**src/rtl/bpu_btb.sv**
```systemverilog
// -----------------------------------------------------------------------------
// bpu_btb
//
// Fetch-stage branch prediction unit. It is a direct-mapped branch target
// buffer, and each entry holds a saturating taken counter.
//
// Fetch looks up the current PC in the same cycle and gets a hit, a taken
// prediction and the next PC. The execute stage writes back at most one
// resolved control transfer per cycle. A flush request clears the table one
// entry per cycle, from index 0 up to ENTRIES-1.
//
// Optional feature, controlled by the macro BPU_STATS_EN:
//   - When the macro is defined, the block has two saturating 32-bit counters
//     and their ports, stat_lookups_o and stat_hits_o.
//   - When the macro is undefined, those counters and ports do not exist.
//
// Parameters:
//   XLEN     address width
//   ENTRIES  table depth; must be a power of two and at least 2
//   CNT_W    width of the saturating counter; at least 1
//
// Ports:
//   clk, rst_n       clock; asynchronous active-low reset
//   pred_valid_i     fetch lookup request
//   pred_pc_i        fetch PC
//   pred_hit_o       the lookup hit a valid entry with a matching tag
//   pred_taken_o     the branch is predicted taken
//   pred_target_o    predicted next PC (the stored target, or pc+4)
//   upd_valid_i      a resolved control transfer is present
//   upd_pc_i         PC of the resolved instruction
//   upd_taken_i      actual outcome
//   upd_target_i     actual target
//   upd_is_jump_i    the instruction is JAL or JALR
//   flush_i          request to invalidate the whole table
//   busy_o           a flush sweep is in progress
//   stat_lookups_o   (BPU_STATS_EN) number of lookups accepted in IDLE
//   stat_hits_o      (BPU_STATS_EN) number of lookup hits
//
// Handshake: there is no backpressure.
//   - A lookup is evaluated in every cycle in which pred_valid_i=1.
//   - An update is consumed in every cycle in which upd_valid_i=1 and the
//     block is idle.
//   - While busy_o=1, updates and new flush requests are silently dropped.
// -----------------------------------------------------------------------------
module bpu_btb #(
    parameter int XLEN    = 32,
    parameter int ENTRIES = 16,
    parameter int CNT_W   = 2
) (
    input  logic            clk,
    input  logic            rst_n,
    input  logic            pred_valid_i,
    input  logic [XLEN-1:0] pred_pc_i,
    output logic            pred_hit_o,
    output logic            pred_taken_o,
    output logic [XLEN-1:0] pred_target_o,
    input  logic            upd_valid_i,
    input  logic [XLEN-1:0] upd_pc_i,
    input  logic            upd_taken_i,
    input  logic [XLEN-1:0] upd_target_i,
    input  logic            upd_is_jump_i,
    input  logic            flush_i,
`ifdef BPU_STATS_EN
    output logic [31:0]     stat_lookups_o,
    output logic [31:0]     stat_hits_o,
`endif
    output logic            busy_o
);

    localparam int IDX_W = $clog2(ENTRIES);
    localparam int TAG_W = XLEN - IDX_W - 2;

    localparam logic [CNT_W-1:0] CNT_MAX  = '1;
    localparam logic [CNT_W-1:0] CNT_WEAK = CNT_W'(1) << (CNT_W - 1);
    localparam logic [IDX_W-1:0] LAST_IDX = IDX_W'(ENTRIES - 1);

    typedef enum logic [0:0] {
        ST_IDLE  = 1'b0,
        ST_FLUSH = 1'b1
    } state_t;

    state_t           state_q, state_d;
    logic [IDX_W-1:0] sweep_q, sweep_d;

    // Table storage
    logic             valid_q  [ENTRIES];
    logic [TAG_W-1:0] tag_q    [ENTRIES];
    logic [XLEN-1:0]  target_q [ENTRIES];
    logic [CNT_W-1:0] cnt_q    [ENTRIES];
    logic             jump_q   [ENTRIES];

    // The low two bits of the update PC play no part in the index or tag
    logic unused_upd_pc_lsbs;
    assign unused_upd_pc_lsbs = ^upd_pc_i[1:0];

    // -------------------------------------------------------------------------
    // Lookup: purely combinational from the registered table. A write made in
    // the same cycle is not seen until the next cycle.
    // -------------------------------------------------------------------------
    logic [IDX_W-1:0] pred_idx;
    logic [TAG_W-1:0] pred_tag;
    logic             pred_hit;
    logic             pred_taken;

    assign pred_idx = pred_pc_i[IDX_W+1:2];
    assign pred_tag = pred_pc_i[XLEN-1:IDX_W+2];

    always_comb begin
        pred_hit   = pred_valid_i && (state_q == ST_IDLE) &&
                     valid_q[pred_idx] && (tag_q[pred_idx] == pred_tag);
        pred_taken = pred_hit && (jump_q[pred_idx] || cnt_q[pred_idx][CNT_W-1]);
    end

    assign pred_hit_o    = pred_hit;
    assign pred_taken_o  = pred_taken;
    assign pred_target_o = pred_taken ? target_q[pred_idx]
                                      : pred_pc_i + XLEN'(4);

    // -------------------------------------------------------------------------
    // Update: work out the single-entry write that the execute stage requests
    // -------------------------------------------------------------------------
    logic [IDX_W-1:0] upd_idx;
    logic [TAG_W-1:0] upd_tag;
    logic             upd_hit;
    logic             wr_en;
    logic [TAG_W-1:0] wr_tag;
    logic [XLEN-1:0]  wr_target;
    logic [CNT_W-1:0] wr_cnt;
    logic             wr_jump;

    assign upd_idx = upd_pc_i[IDX_W+1:2];
    assign upd_tag = upd_pc_i[XLEN-1:IDX_W+2];
    assign upd_hit = valid_q[upd_idx] && (tag_q[upd_idx] == upd_tag);

    always_comb begin
        wr_en     = 1'b0;
        wr_tag    = tag_q[upd_idx];
        wr_target = target_q[upd_idx];
        wr_cnt    = cnt_q[upd_idx];
        wr_jump   = jump_q[upd_idx];
        // If a flush arrives in the same cycle as an update, the flush wins
        // and the update is dropped
        if ((state_q == ST_IDLE) && upd_valid_i && !flush_i) begin
            if (upd_hit && upd_taken_i) begin
                wr_en     = 1'b1;
                wr_target = upd_target_i;
                wr_jump   = upd_is_jump_i;
                if (cnt_q[upd_idx] != CNT_MAX) begin
                    wr_cnt = cnt_q[upd_idx] + CNT_W'(1);
                end
            end else if (upd_hit) begin
                wr_en = 1'b1;
                if (cnt_q[upd_idx] != '0) begin
                    wr_cnt = cnt_q[upd_idx] - CNT_W'(1);
                end
            end else if (upd_taken_i) begin
                // Allocate, or replace the aliasing entry. A new jump starts
                // fully saturated; a new branch starts weakly taken
                wr_en     = 1'b1;
                wr_tag    = upd_tag;
                wr_target = upd_target_i;
                wr_jump   = upd_is_jump_i;
                wr_cnt    = upd_is_jump_i ? CNT_MAX : CNT_WEAK;
            end
        end
    end

    // -------------------------------------------------------------------------
    // Flush sequencer
    // -------------------------------------------------------------------------
    always_comb begin
        state_d = state_q;
        sweep_d = sweep_q;
        unique case (state_q)
            ST_IDLE: begin
                if (flush_i) begin
                    state_d = ST_FLUSH;
                    sweep_d = '0;
                end
            end
            ST_FLUSH: begin
                sweep_d = sweep_q + IDX_W'(1);
                if (sweep_q == LAST_IDX) begin
                    state_d = ST_IDLE;
                end
            end
            default: begin
                state_d = ST_IDLE;
            end
        endcase
    end

    always_ff @(posedge clk or negedge rst_n) begin
        if (!rst_n) begin
            state_q <= ST_IDLE;
            sweep_q <= '0;
        end else begin
            state_q <= state_d;
            sweep_q <= sweep_d;
        end
    end

    assign busy_o = (state_q == ST_FLUSH);

    // -------------------------------------------------------------------------
    // Table write port. The flush sweep and updates never write in the same
    // cycle, because updates are only accepted in IDLE.
    // -------------------------------------------------------------------------
    always_ff @(posedge clk or negedge rst_n) begin
        if (!rst_n) begin
            for (int i = 0; i < ENTRIES; i++) begin
                valid_q[i]  <= 1'b0;
                tag_q[i]    <= '0;
                target_q[i] <= '0;
                cnt_q[i]    <= '0;
                jump_q[i]   <= 1'b0;
            end
        end else if (state_q == ST_FLUSH) begin
            valid_q[sweep_q] <= 1'b0;
            cnt_q[sweep_q]   <= '0;
            jump_q[sweep_q]  <= 1'b0;
        end else if (wr_en) begin
            valid_q[upd_idx]  <= 1'b1;
            tag_q[upd_idx]    <= wr_tag;
            target_q[upd_idx] <= wr_target;
            cnt_q[upd_idx]    <= wr_cnt;
            jump_q[upd_idx]   <= wr_jump;
        end
    end

`ifdef BPU_STATS_EN
    // -------------------------------------------------------------------------
    // Statistics counters. They saturate, and only reset clears them; a flush
    // leaves them unchanged.
    // -------------------------------------------------------------------------
    logic [31:0] stat_lookups_q, stat_lookups_d;
    logic [31:0] stat_hits_q, stat_hits_d;

    always_comb begin
        stat_lookups_d = stat_lookups_q;
        stat_hits_d    = stat_hits_q;
        if (pred_valid_i && (state_q == ST_IDLE) && (stat_lookups_q != 32'hFFFF_FFFF)) begin
            stat_lookups_d = stat_lookups_q + 32'd1;
        end
        if (pred_hit && (stat_hits_q != 32'hFFFF_FFFF)) begin
            stat_hits_d = stat_hits_q + 32'd1;
        end
    end

    always_ff @(posedge clk or negedge rst_n) begin
        if (!rst_n) begin
            stat_lookups_q <= '0;
            stat_hits_q    <= '0;
        end else begin
            stat_lookups_q <= stat_lookups_d;
            stat_hits_q    <= stat_hits_d;
        end
    end

    assign stat_lookups_o = stat_lookups_q;
    assign stat_hits_o    = stat_hits_q;
`endif

endmodule

```
**config.mk**
```make
export PLATFORM = sky130hd
export DESIGN_NAME = bpu_btb
export DESIGN_NICKNAME = d
export VERILOG_FILES = /design/src/rtl/bpu_btb.sv
export SDC_FILE = /design/constraint.sdc
export NUM_CORES = 2
export LEC_CHECK = 0
export BUFFER_PORTS_ARGS = -buffer_cell sky130_fd_sc_hd__buf_2
export CORE_ASPECT_RATIO = 2
export CORE_MARGIN = 3
export CORE_UTILIZATION = 62
export DETAILED_ROUTE_END_ITERATION = 10
export PLACE_DENSITY = 0.79
export SETUP_SLACK_MARGIN = 0.3
export SLEW_MARGIN = 20
export SYNTH_ARGS = -nofsm -noshare
export SYNTH_HDL_FRONTEND = slang
export SYNTH_SLANG_ARGS = --single-unit
```
**constraint.sdc**
```tcl
create_clock -name clk -period 6.88 [get_ports clk]
set_input_delay 1.376 -clock clk [delete_from_list [all_inputs] [get_ports clk]]
set_output_delay 1.376 -clock clk [all_outputs]
set_load 0.05 [all_outputs]
```
# Word-level counts from Yosys, hierarchy flattened
# Index checks and enable logic that the tools add are counted.
dict set report word_totals {
  register_bits 997
  in_bits 103
}
dict set report op_classes {
  add_sub_neg 4
  magnitude_cmp 5
  eq_ne 5
  n_mux 81
  bitwise_logic 10
  reduce_logical 15
}
# cell count
set ops {}
lappend ops {{$bwmux W512} 1}
lappend ops {{$bwmux W416} 1}
lappend ops {{$mux W32} 12}
lappend ops {{$bmux W32 S4} 2}
lappend ops {{$mux W26} 9}
lappend ops {{$bmux W26 S4} 2}
lappend ops {{$demux W32 S4} 1}
lappend ops {{$demux W26 S4} 1}
lappend ops {{$mux W16} 4}
lappend ops {{$eq A26 B26 Y1} 2}
lappend ops {{$add A32 B3 Y32 const B} 1}
lappend ops {{$and A16 B16 Y16} 2}
lappend ops {{$and A32 B32 Y32} 1}
lappend ops {{$bwmux W32} 1}
lappend ops {{$not A32 Y32} 1}
lappend ops {{$mux W2} 12}
lappend ops {{$mux W1} 21}
lappend ops {{$bmux W1 S4} 4}
lappend ops {{$bmux W2 S4} 2}
lappend ops {{$bwmux W16} 1}
lappend ops {{$demux W2 S4} 2}
lappend ops {{$not A16 Y16} 1}
lappend ops {{$or A16 B16 Y16} 1}
lappend ops {{$ge A5 B5 Y1 const B} 3}
lappend ops {{17 further kinds} 32}

# Longest topological paths before layout
dict set report logic_depth {
  word_depth 12
  ltp_mapped 17
  mapped_depth_nobuf 10
}

# Least setup slack after synthesis
# Ideal clock, no wire load.
dict set report synth_timing {
  path_kind {input -> output}
  from {input port pred_pc_i[2]}
  to {output port pred_target_o[2]}
  arrival_ns 5.857
  path_slack_ns -0.353
  cell_stages 14
  path_buffers 7
  cell_sequence {buf_2 buf_2 buf_4 buf_2 buf_2 buf_2 mux4_2 a211oi_1 a21oi_1 xnor2_1 nand4_1 nor4_4 clkbuf_1 o21ai_0}
}
dict set report synth_between {
  elab_chain_len 8
  elab_cells_between_ends 23
}
# item line
set synth_lines {}
lappend synth_lines {{start: declaration} 53} ;# input logic [XLEN-1:0] pred_pc_i,
lappend synth_lines {{$not A4 Y5 (implied by the code) (*)} {110, 111}}
lappend synth_lines {{$bmux W26 S4 / $bmux W1 S4 (equally long branches)} 110} ;# valid_q[pred_idx] && (tag_q[pred_idx] == pred_tag);
lappend synth_lines {{$mux W26 (implied by the code) / $mux W1 (equally long branches) (2 in a row)} 110}
lappend synth_lines {{$eq A26 B26 Y1 / $logic_and A1 B1 Y1 (equally long branches)} {110, 109}}
lappend synth_lines {{$logic_and A1 B1 Y1} 110}
lappend synth_lines {{$logic_and A1 B1 Y1 (*)} 111} ;# pred_taken = pred_hit && (jump_q[pred_idx] || cnt_q[pred_idx][CNT_W-1]);
lappend synth_lines {{via pred_taken_o} 55} ;# output logic pred_taken_o,
lappend synth_lines {{$mux W32 (*)} 116} ;# assign pred_target_o = pred_taken ? target_q[pred_idx]
lappend synth_lines {{end: declaration} 56} ;# output logic [XLEN-1:0] pred_target_o,
# The timed path passes the listed nets; every way through them passes the cells marked *. The select of a mux whose other input is x is not followed.

# Worst setup path in the final report
dict set report layout_timing {
  from {input port pred_pc_i[2]}
  to {output port pred_target_o[22]}
}
dict set report layout_between {
  elab_chain_len 8
  elab_cells_between_ends 23
}
# item line
set layout_lines {}
lappend layout_lines {{$not A4 Y5 (implied by the code)} {110, 111, 116}}
lappend layout_lines {{$bmux W26 S4 / $bmux W1 S4 (equally long branches)} 110}
lappend layout_lines {{$mux W26 (implied by the code) / $mux W1 (equally long branches) (2 in a row)} 110}
lappend layout_lines {{$eq A26 B26 Y1 / $logic_and A1 B1 Y1 (equally long branches)} {110, 109}}
lappend layout_lines {{$logic_and A1 B1 Y1} 110}
lappend layout_lines {{$logic_and A1 B1 Y1} 111}
lappend layout_lines {{$mux W32 (*)} 116}
# Every way passes the cells marked *; elsewhere a longest branch is shown, timed or not. The select of a mux whose other input is x is not followed.

==> metrics.log <==
INFO  metric run_status = finished clean
INFO  metric cts_clock_pin_slew_for_the_worst_setup_and_hold_paths = 0.06 ns
INFO  metric finalHoldViolCount = 0
INFO  metric grt_pass1_wl = 253000 um
INFO  metric synthDominantCellAreaShare = 44.7%
INFO  metric postRouteWirelength = 169000 um
INFO  metric cts.sink_count = about 1000
INFO  metric async_flop_share = 100%
INFO  metric area_taken_by_multi_input_logic_gates = just under 30000 um^2
INFO  metric critical-path-top-delay-family = simple AND/OR/NAND/NOR gates
INFO  metric synthMostInstantiatedCell = dfrtp_1
INFO  metric timing.critical_path.cells = buf_16, buf_12, mux4_2, mux4_2, xor2_1, or4_1, or3_4, nor4_4, buf_12, buf_12, nand2_1, o21ai_2, buf_2
INFO  metric p_leak = 28.3 nW
INFO  metric grt_pass1_vias = about 39000
INFO  metric io-pin-count = 138
INFO  metric clkLatencyLatePin = 0.71 ns
INFO  metric final_max_slew_viol_count = 0
INFO  metric critPathMostFrequentCell = buf_12
INFO  metric syn_inst = ~3700
INFO  metric layout-drive-gt1-share = 50.5%
INFO  metric chipHeight = 430 um
INFO  metric port_buffers = 135
INFO  metric skew = 0.0376 ns
INFO  metric path_max_fanout = 26
INFO  metric synth_edf_count = 0
INFO  metric drt_first_iter_violations = roughly 3600
INFO  metric gpl.final_weighted_congestion = 0.993
INFO  metric grt_setup_unrepaired = no
INFO  metric clk_path_buf_depth = 3
INFO  metric grt_max_degree = 185
INFO  metric number_of_buffers_and_inverters_on_the_critical_path = 5
INFO  metric fmax = 154 MHz
INFO  metric slowest_delay = 0.55 ns
INFO  metric gr-usage-all-layers = 36.7%
INFO  metric cts-root-buf = clkbuf_16
INFO  metric sequential_cell_area = 24900 um^2
INFO  metric first_pass_iters = 7
INFO  metric synth.ff_latch_count = 997
INFO  metric min_period = between 6 and 7 ns
INFO  metric residual_overflow_from_global_routing = 0
INFO  metric synthFlopType = dfrtp_1
INFO  metric setup-tns-final = 0 ns
INFO  metric cts-htree-levels = 3
INFO  metric fin_nets = 3923
INFO  metric worst-endpoint-required = 5.50 ns
INFO  metric tightestPinTransition = 1.13 ns
INFO  metric num_vias = 36600
INFO  metric wire_per_inst = 33.3 um
INFO  metric dp.final_hpwl = around 110000 um
INFO  metric cts-buffers-inserted = between 80 and 90
INFO  metric wp_data_arrival = 5.12 ns
INFO  metric rows = 155
INFO  metric floorplan.core_area = 89200 um^2
INFO  metric synth.largest_area_cell = dfrtp_1
INFO  metric synth_sequential_area_ratio = 44.7%
INFO  metric max-slew-margin-rel = 24.8%
INFO  metric mappedNetlistNets = approximately 3800
INFO  metric routed_via_density = ~7.2
INFO  metric antenna_violations_before_repair = 7
INFO  metric initial_core_util = 62.6%
INFO  metric timing.setup.critical_path_class = in -> out
INFO  metric synth_area_per_cell = 15.0 um^2
INFO  metric post_synth_main_area_contributors = dfrtp_1 (45%), mux4_2 (21%), mux2_2 (18%)
INFO  metric filler_cell_count = 6017
INFO  metric timing.critical_path.slowest_stage_cell = mux4_2
INFO  metric min-delay-path-class = reg -> reg
INFO  metric die_w = 218 um
INFO  metric drc = 0
INFO  metric fp.dieArea = 93900 um^2
INFO  metric syn_area = 55800 um^2
INFO  metric cts_hold_repair.buffers = 0
INFO  metric vdd_drop_max = just over 0.2 mV
INFO  metric period_share = 94.4%
INFO  metric ant_nets = 0
INFO  metric final_setup_vio_count = 0
INFO  metric synth.distinct_cells = 67
INFO  metric post-route-util = 69.4%
INFO  metric ys.warnings.count = 0
INFO  metric drv_cap = 0
INFO  metric cts_tree = yes
INFO  metric flow.area_growth_from_synthesis = 10.9%
INFO  metric power-per-cell-area = 214 nW/um^2
INFO  metric synth.top_cells.by_count = dfrtp_1 (997), mux2_2 (884), mux4_2 (518)
INFO  metric setup.worst_path.start_class = primary input
INFO  metric timing.critical_path.to_type = output pin
[cells in the final DEF, fill, tap and decap left out, drive strengths merged, types with 6 or more instances in the layout]
cell / n
mux2: 1011
dfrtp: 997
mux4: 518
buf: 338
mux2i: 169
nand2: 158
clkbuf: 124
xnor2: 48
a21oi: 48
o21ai: 47
nor2: 43
xor2: 42
inv: 31
a22oi: 29
a211oi: 26
nor2b: 24
clkinv: 22
nor3: 22
nand3: 19
nor4: 19
nand4: 14
o22ai: 14
and3: 12
o21a: 11
a21o: 8
nand2b: 7
bufinv: 7
a221oi: 7
diode: 6
o221ai: 6
[timing repair]
item                                    CTS  global route
gates resized for setup                  10            19
pin swaps                                 1             4
buffers inserted                          1            11
endpoints found under the setup margin   25            33
gates cloned                              2             0
[cell families (layout without fill, tap and decap cells)]
group                    after synthesis  count (layout)  share of synthesized area (%)
multiplexers                        1698            1698                           44.3
flip-flops                           997             997                           44.7
buffers and inverters                367             527                           3.42
AND/OR/NAND/NOR                      335             335                           3.24
AO/OA/AOI/OAI                        233             233                           2.81
XOR/XNOR                              90              90                           1.41
adder cells (fa/ha/maj)                6               6                          0.130
other                                  0               6                              0
[state kept, by name (all words and copies together) (netlist names)]
signal / flops
target_q: 512
tag_q: 416
cnt_q: 32
jump_q: 16
valid_q: 16
sweep_q: 4
busy_o: 1
[routing by layer]
layer | vias up | global-route usage, % | wire, um
met5 | - | 0 | 26
met4 | 4 | 23.8 | 13600
met3 | 643 | 7.90 | 13400
met2 | 1917 | 60.6 | 83900
met1 | 19500 | 43.4 | 58000
li1 | 14500 | - | -
[final timing paths]
kind / from / to / slack [ns] / cells after the start
min in group asynchronous: rst_n / tag_q[328]$_DFFE_PN0P_ / 0.68 / 1
max: pred_pc_i[2] / pred_target_o[22] / 0.38 / 13
max in group asynchronous: rst_n / target_q[240]$_DFFE_PN0P_ / 4.54 / 2
max reg2reg: tag_q[121]$_DFFE_PN0P_ / target_q[151]$_DFFE_PN0P_ / 2.12 / 12
min reg2reg: tag_q[30]$_DFFE_PN0P_ / tag_q[30]$_DFFE_PN0P_ / 0.50 / 1
min: tag_q[30]$_DFFE_PN0P_ / tag_q[30]$_DFFE_PN0P_ / 0.50 / 1
[cell type report]
type                            count  area share (%)
Multi-Input combinational cell   2362            47.1
Sequential cell                   997            40.3
Timing Repair Buffer              339            5.17
Clock buffer                      124            4.20
Tap cell                         1177            2.38
Clock inverter                     37           0.683
Inverter                           27           0.168
Antenna cell                        6          0.0243
[report_power, final]
part | internal (mW) | total, mW | switching [mW] | leakage (nW)
Sequential | 6.08 | 6.27 | 0.186 | 13.9
Combinational | 0.659 | 1.75 | 1.09 | 12.9
Clock | 2.92 | 5.26 | 2.34 | 1.50
[through the flow]
stage | setup slack (ns) | power (mW) | instance area [um^2] | cells | hold slack [ns]
finish | 0.384 | 13.3 | 61900 | 5069 | 0.501
global route | 0.301 | 13.7 | 61900 | 5065 | 0.524
CTS | 0.306 | 13.3 | 61700 | 5051 | 0.503
detailed placement | 0.123 | 8.06 | 58500 | 4887 | 0.489
global placement | 0.193 | 8.02 | 58500 | 4887 | 0.480
floorplan | 0.150 | 7.37 | 55900 | 3726 | 0.460
No activity file was read; power rests on OpenSTA's default activity.
